<file path="src/rtl/sail_hex_bits_parser.sv">
// rtl/sail_hex_bits_parser.sv - streaming parser of Sail "0x..." hex literals into an N-bit value
module sail_hex_bits_parser #(
  parameter int N = 64
) (
  input  logic         clk,
  input  logic         rst_n,
  input  logic         in_valid,
  output logic         in_ready,
  input  logic [7:0]   in_byte,
  input  logic         in_last,
  output logic         out_valid,
  input  logic         out_ready,
  output logic [N-1:0] out_bits,
  output logic         out_ok
);

  typedef enum logic [2:0] {P0, PX, DIG, DRAIN, DONE} state_t;

  state_t       state, state_n;
  logic [N-1:0] acc, acc_n, bits_n;
  logic         ovf, ovf_n, ok_n;
  logic         beat, err, is_hex, ovf_dig;
  logic [3:0]   nib;
  logic [N+3:0] shifted;

  assign in_ready  = (state != DONE);
  assign out_valid = (state == DONE);
  assign beat      = in_valid && in_ready;

  always_comb begin
    is_hex = 1'b1;
    nib    = 4'd0;
    if (in_byte >= 8'h30 && in_byte <= 8'h39)
      nib = in_byte[3:0];
    else if ((in_byte >= 8'h41 && in_byte <= 8'h46) || (in_byte >= 8'h61 && in_byte <= 8'h66))
      nib = in_byte[3:0] + 4'd9;
    else
      is_hex = 1'b0;
  end

  // Bits shifted above N are significant, so they latch overflow; leading zeros never do.
  assign shifted = {acc, nib};
  assign ovf_dig = ovf | (|shifted[N+3:N]);

  always_comb begin
    state_n = state;
    acc_n   = acc;
    ovf_n   = ovf;
    bits_n  = out_bits;
    ok_n    = out_ok;
    err     = 1'b0;
    case (state)
      P0: if (beat) begin
        if (in_byte == 8'h30 && !in_last) state_n = PX;
        else                              err = 1'b1;
      end
      PX: if (beat) begin
        if (in_byte == 8'h78 && !in_last) begin
          state_n = DIG;
          acc_n   = '0;
          ovf_n   = 1'b0;
        end else begin
          err = 1'b1;
        end
      end
      DIG: if (beat) begin
        if (is_hex) begin
          acc_n = shifted[N-1:0];
          ovf_n = ovf_dig;
          if (in_last) begin
            state_n = DONE;
            ok_n    = !ovf_dig;
            bits_n  = ovf_dig ? '0 : shifted[N-1:0];
          end
        end else begin
          err = 1'b1;
        end
      end
      DRAIN: if (beat && in_last) begin
        state_n = DONE;
        ok_n    = 1'b0;
        bits_n  = '0;
      end
      DONE: if (out_ready) state_n = P0;
      default: state_n = P0;
    endcase
    if (err) begin
      ok_n    = 1'b0;
      bits_n  = '0;
      state_n = in_last ? DONE : DRAIN;
    end
  end

  always_ff @(posedge clk) begin
    if (!rst_n) begin
      state    <= P0;
      acc      <= '0;
      ovf      <= 1'b0;
      out_bits <= '0;
      out_ok   <= 1'b0;
    end else begin
      state    <= state_n;
      acc      <= acc_n;
      ovf      <= ovf_n;
      out_bits <= bits_n;
      out_ok   <= ok_n;
    end
  end

endmodule

</file>
<file path="config.mk">
export PLATFORM = sky130hd
export DESIGN_NAME = sail_hex_bits_parser
export DESIGN_NICKNAME = d
export VERILOG_FILES = /design/src/rtl/sail_hex_bits_parser.sv
export SDC_FILE = /design/constraint.sdc
export NUM_CORES = 1
export LEC_CHECK = 0
export ABC_AREA = 1
export BUFFER_PORTS_ARGS = -buffer_cell sky130_fd_sc_hd__buf_2
export CAP_MARGIN = 0
export CORE_AREA = 5 5 115 106
export DETAILED_ROUTE_END_ITERATION = 8
export DIE_AREA = 0 0 120 111
export PLACE_DENSITY = 0.7
export SLEW_MARGIN = 20
export SYNTH_ARGS = -nofsm -noshare
export SYNTH_HDL_FRONTEND = slang
export SYNTH_SLANG_ARGS = --single-unit
</file>
<file path="constraint.sdc">
create_clock -name clk -period 1.8 [get_ports clk]
set_input_delay 0.18 -clock clk [delete_from_list [all_inputs] [get_ports clk]]
set_output_delay 0.18 -clock clk [all_outputs]
set_load 0.02 [all_outputs]
</file>
==> flow_summary.toml, run 1 <==
[synthesis]
synth_compound_area_frac = 0.134
synth-adder-area-share = 0.00712
synth.largest_area_cell = "dfxtp_1"
postSynthCellCount = 674
yosys.area.top_type_share = 0.505
synth_edf_count = 0
synthMuxAreaShare = 0
yosys_register_bits = 133
synthTopCellsByCount = "nand2_1, a21oi_1, dfxtp_1"
synthXorXnorAreaFrac = 0.00166
syn_nets = 690
yosys_most_used_dff = "dfxtp_1"
synth_cell_types = 25
synth_most_common_cell = "nand2_1"
synth_area_leaders = "dfxtp_1, nand2_1, a21oi_1"
yosys_warnings = 0
syn_area_per_cell_um2 = 7.83
synthSimpleGateAreaFrac = 0.289
seq_area_frac_synth = 0.505
synth_top_family_by_area = "simple AND/OR/NAND/NOR gates"
netlist_area_mm2 = 0.00528
synthArstFlopShare = 0

[critical_path]
crit_path_frequent_cell = "nand2_2"
worstSetupPathType = "reg2reg"
worstSetupEndpointType = "flop"
path_buf_inv = 2
slowest_stage = "dfxtp_1"
crit_path_max_fanout = 22
crit_family = "simple AND/OR/NAND/NOR gates"
worstPathCellList = "nand2_2 > nor2_4 > nand3_2 > nand2_2 > nor3_4 > buf_12 > buf_8 > nand2_1 > a21oi_1"
startpoint_type = "flop"
critPathArrivalTime_ns = 1.99
max_stage_delay_ns = 0.47
required_ns = 2.09

[detailed_routing]
ant_nets = 0
via_per_inst = 5.16
drc_errors = 0
wl_um = 12000
drt_iter0_markers = 257
wl_per_cell_um = 13.4
drtPass1Iterations = 5
num_vias = 4597

[grt]
antenna_found_initial = 1
grtUsageTotal = 0.182
grt_overflow = 0
grt_pass1_vias = 4329
grt_max_degree = 47
grt_pass1_wl_um = 20100

[cells_and_area]
area_growth_pct = 22.8
layout-drive-gt1-share = 0.195
instances_no_fill = 891
num_antenna_cells = 0
postLayoutCellArea_mm2 = 0.00648
nNetsFinal = 761

[placed_design]
dp_hpwl_um = 7950
placed_area_mm2 = 0.00583
place_congestion = 0.877
dp.cells = 858
port_buffers = 79

[pwr]
leakagePower_nw = 2.45
peakVddDrop_mv = 0.809
powerDensity_mw_per_mm2 = 1270

[floorplanning]
die_w_um = 120
start_util = 0.490
fp.coreArea_mm2 = 0.0108
dieHeight_um = 111
die-area_mm2 = 0.0133
num_rows = 36
pin_count = 80

[sta]
maxSlewHeadroom = 0.772
hold_viol = 0
worst_slew_pin_slew_ns = 0.338
finalCritPeriodShare = 0.946
final-setup-viol-count = 0
min_period_ns = 1.70
skew_ns = 0.00841
fmax_mhz = 588
drv_slew = 0

[cts]
clk_pin_slew_ns = 0.05
htreeDepth = 4
cts_root_buffer = "clkbuf_16"
clk_latency_ns = 0.41
cts_buffer_depth = 2
cts.sinks = 133
cts_tree = "done"
cts_buffers = 17

[min_path]
hp-class = "in2reg"

[outcome]
status = "complete, no violations"

[job]
max_cap_violations = 0
-- cells in the final DEF, fill, tap and decap left out, types with 4 or more instances in the layout --
master	n
dfxtp_1	132
nand3b_1	64
a21oi_1	133
clkbuf_16	17
o21ai_0	5
nand2_2	5
buf_4	12
buf_12	7
inv_2	4
inv_1	14
buf_2	79
nand3_1	8
clkbuf_8	4
nand2_1	222
nor2_1	19
-- state kept, by name, summed over array words and instances (netlist names) --
signal    flops
acc          64
out_bits     64
state         3
out_ok        1
ovf           1
-- cell families after synthesis --
family,Yosys count
xor gates and xnor gates,1
AOI/OAI and AO/OA,141
buffers and inverters,68
DFF,133
adders and majority gates,3
and+or+nand+nor,328
-- final cells by class --
| type | count | area (um2) |
|---|---|---|
| inverter | 19 | 71.3 |
| tap | 133 | 166 |
| multi-input combinational | 473 | 2320 |
| sequential | 133 | 2660 |
| fill | 955 | 4290 |
| clock inverter | 8 | 97.6 |
| clock buffer | 24 | 492 |
| timing repair buffer | 101 | 667 |
-- timing repair --
| item | in CTS | in global routing |
|---|---|---|
| gates resized for setup | 3 | 7 |
| hold buffers | 0 | 0 |
| setup endpoints to repair | 6 | 128 |
| pin swaps | 0 | 1 |
| buffers inserted | 0 | 1 |
-- stage by stage --
step | hold slack (ns) | setup WS, ns | power, mW | utilization | setup TNS, ns
6_report | 0.0481 | 0.0980 | 8.23 | 0.602 | 0
5_1_grt | 0.0381 | -0.0172 | 8.61 | 0.602 | -0.0667
4_1_cts | 0.0403 | -0.000863 | 8.22 | 0.598 | -0.000863
3_5_place_dp | 0.452 | -0.162 | 4.85 | 0.542 | -11.47
3_3_place_gp | 0.451 | -0.0916 | 4.80 | 0.542 | -3.31
2_1_floorplan | 0.300 | 0.199 | 4.41 | - | 0
-- report_power, final --
group          total [mW]  internal [mW]  switching [mW]
clock                3.37           2.18            1.20
sequential           3.06           2.99          0.0644
combinational        1.80          0.656            1.15
total                8.23           5.82            2.41
-- worst reg2reg max path, cell delays in order, from the launching register on --
cell	delay (ns)
dfxtp_1	0.47
nand2_2	0.14
nor2_4	0.16
nand3_2	0.16
nand2_2	0.16
nor3_4	0.06
buf_12	0.14
buf_8	0.15
nand2_1	0.08
a21oi_1	0.06
-- routing by layer --
| metal | GRT usage | part of all wire | vias to the layer above |
|---|---|---|---|
| met5 | 0 | 0.0011 | - |
| met4 | 0.0687 | 0.0073 | 2 |
| met3 | 0.0469 | 0.055 | 13 |
| met2 | 0.278 | 0.46 | 105 |
| met1 | 0.246 | 0.48 | 2132 |
| li1 | - | - | 2345 |
-- worst paths after layout --
check / end / startpoint / cells past startpoint / slack [ns]
min: state[2] / rst_n / 3 / 0.05
min reg2reg: out_bits[48] / out_bits[48] / 2 / 0.46
max: out_bits[59] / state[1] / 9 / 0.1
max reg2reg: out_bits[59] / state[1] / 9 / 0.1
(Power assumes the default switching activity.)
==> run 2, diff against run 1 <==
--- a/config.mk
+++ b/config.mk
@@ -12,6 +12,7 @@
 export DETAILED_ROUTE_END_ITERATION = 8
 export DIE_AREA = 0 0 120 111
 export PLACE_DENSITY = 0.7
+export SETUP_SLACK_MARGIN = 0.2
 export SLEW_MARGIN = 20
 export SYNTH_ARGS = -nofsm -noshare
 export SYNTH_HDL_FRONTEND = slang
==> run 2 against run 1 <==
Sequential power grew 1%. Critical endpoint is now acc[53]. Critical path type unchanged. Die area is the same. Clock power grew 9.2%. Power grew 18%. Worst setup slack lost 0.0068 ns. Count of clock-buffer cells in the layout shrank 4.
==> flow_summary.toml, run 2 (synthesis gave the netlist of run 1 again) <==
[outcome]
status = "complete, no violations"

[placed_design]
placed_area_mm2 = 0.00583
place_congestion = 0.865
port_buffers = 79
dp_hpwl_um = 7630

[sta]
min_period_ns = 1.71
hold_viol = 0
final-setup-viol-count = 0
drv_slew = 0
rsz0062_at_grt = "yes"
skew_ns = 0.00866
fin_hold_ws_ns = 0.0506
finalCritPeriodShare = 0.949
fmax_mhz = 585
worst_slew_pin_slew_ns = 0.477
maxSlewHeadroom = 0.682

[cts]
cts.sinks = 133
cts_tree = "done"
cts_root_buffer = "clkbuf_16"
cts_buffer_depth = 2
cts_buffers = 17
clk_pin_slew_ns = 0.05
clk_latency_ns = 0.41
htreeDepth = 4

[pwr]
combPwrFrac = 0.302
p_switching_mw = 2.99
switching_share = 0.308
p_clk_frac = 0.379
powerDensity_mw_per_mm2 = 1310
leakagePower_nw = 2.89
p_int_mw = 6.71
peakVddDrop_mv = 0.915
p_total_mw = 9.71
power_frac_seq = 0.319

[detailed_routing]
ant_nets = 0
wl_per_cell_um = 17.3
wl_um = 15900
drtPass1Iterations = 7
via_per_inst = 5.56
drt_iter0_markers = 421
num_vias = 5100
drc_errors = 0

[cells_and_area]
area_growth_pct = 40.1
num_antenna_cells = 0
layout-drive-gt1-share = 0.305
top_regs = "acc: 64 flops, out_bits: 64 flops, state: 3 flops"
multiInputGateArea_mm2 = 0.00259
fillers = 807
most-common-layout-cells = "nand2_1, dfxtp_1, a21oi_1"
post-route-util = 0.687
postLayoutCellArea_mm2 = 0.00739
nNetsFinal = 787
final_common_cell = "nand2_1"
ff_latch_area_mm2 = 0.00267

[floorplanning]
die-area_mm2 = 0.0133
fp.coreArea_mm2 = 0.0108
start_util = 0.490
die_w_um = 120
pin_count = 80
num_rows = 36
dieHeight_um = 111

[grt]
antenna_found_initial = 0
grtUsageTotal = 0.194
grt_overflow = 0
grt_max_degree = 66
grt_pass1_vias = 4442
grt_pass1_wl_um = 21100

[min_path]
hp-class = "in2reg"

[critical_path]
crit_family = "compound AO/OA/AOI/OAI gates"
path_buf_inv = 2
worstPathCellList = "a21oi_4 > nand2_2 > a21oi_4 > nand3_4 > buf_12 > clkbuf_16 > nand3b_1 > a21oi_1"
critPathArrivalTime_ns = 2.03
worstSetupEndpointType = "flop"
startpoint_type = "flop"
worstSetupPathType = "reg2reg"
crit_path_frequent_cell = "a21oi_4"
required_ns = 2.12
crit_path_max_fanout = 9
slowest_stage = "dfxtp_4"
max_stage_delay_ns = 0.38

[job]
max_cap_violations = 0
## run 2: cell types whose count changed in the layout (fill, tap and decap cells not counted), moves of 9 or more
| cell | delta |
|---|---|
| nand2_1 | -19 |
| nand2_4 | +10 |
| a21oi_2 | +36 |
| a21oi_1 | -38 |
| buf_6 | +9 |
| clkbuf_16 | +14 |
| nand2_2 | +9 |
## run 2: repair_timing
action	CTS	global route
hold buffers	0	0
gates cloned	3	20
setup buffers	5	3
pin swaps	2	8
gates resized for setup	18	77
setup endpoints to repair	134	135
## run 2: per-layer routing
layer | wire length, um | up-vias | part of all wire | track usage
met2 | 7570 | 197 | 0.48 | 0.297
met3 | 1120 | 25 | 0.070 | 0.0617
met4 | 270 | 0 | 0.017 | 0.0611
li1 | - | 2415 | - | -
met5 | 0 | - | 0 | 0
met1 | 6900 | 2463 | 0.44 | 0.259
## run 2: final timing paths
check	slack [ns]	cells past startpoint	startpoint	end
setup / recovery	0.09	8	state[1]	acc[53]
hold reg to reg	0.46	2	out_bits[41]	out_bits[41]
setup reg to reg	0.09	8	state[1]	acc[53]
hold / removal	0.05	3	rst_n	state[2]
## run 2: worst min-delay path: cells and delay by family
family	cells	cell delay (ns)
AND/OR/NAND/NOR	2	0.10
buffers and inverters	1	0.14
## run 2: through the flow
| stage | setup WS, ns | cells | setup TNS (ns) |
|---|---|---|---|
| 2_1_floorplan | 0.217 | 674 | 0 |
| 3_3_place_gp | -0.0341 | 854 | -0.636 |
| 3_5_place_dp | -0.111 | 854 | -6.49 |
| 4_1_cts | 0.186 | 894 | 0 |
| 5_1_grt | 0.0158 | 917 | 0 |
| 6_report | 0.0912 | 917 | 0 |
## run 2: layout make-up
type | instances | area share
repair buffers | 127 | 0.169
well taps | 133 | 0.0225
clock inverters | 12 | 0.0240
flip-flops and latches | 133 | 0.362
multi-input cells | 473 | 0.351
inverters | 19 | 0.00999
clock buffers | 20 | 0.0618
## run 2: power groups by stage
stage / Combinational (mW) / Sequential [mW] / Clock (mW)
3_3_place_gp: 1.67 / 3.10 / 0
5_1_grt: 3.08 / 3.10 / 3.84
2_1_floorplan: 1.32 / 3.09 / 0
6_report: 2.93 / 3.10 / 3.68
4_1_cts: 1.92 / 3.06 / 3.71
3_5_place_dp: 1.69 / 3.10 / 0
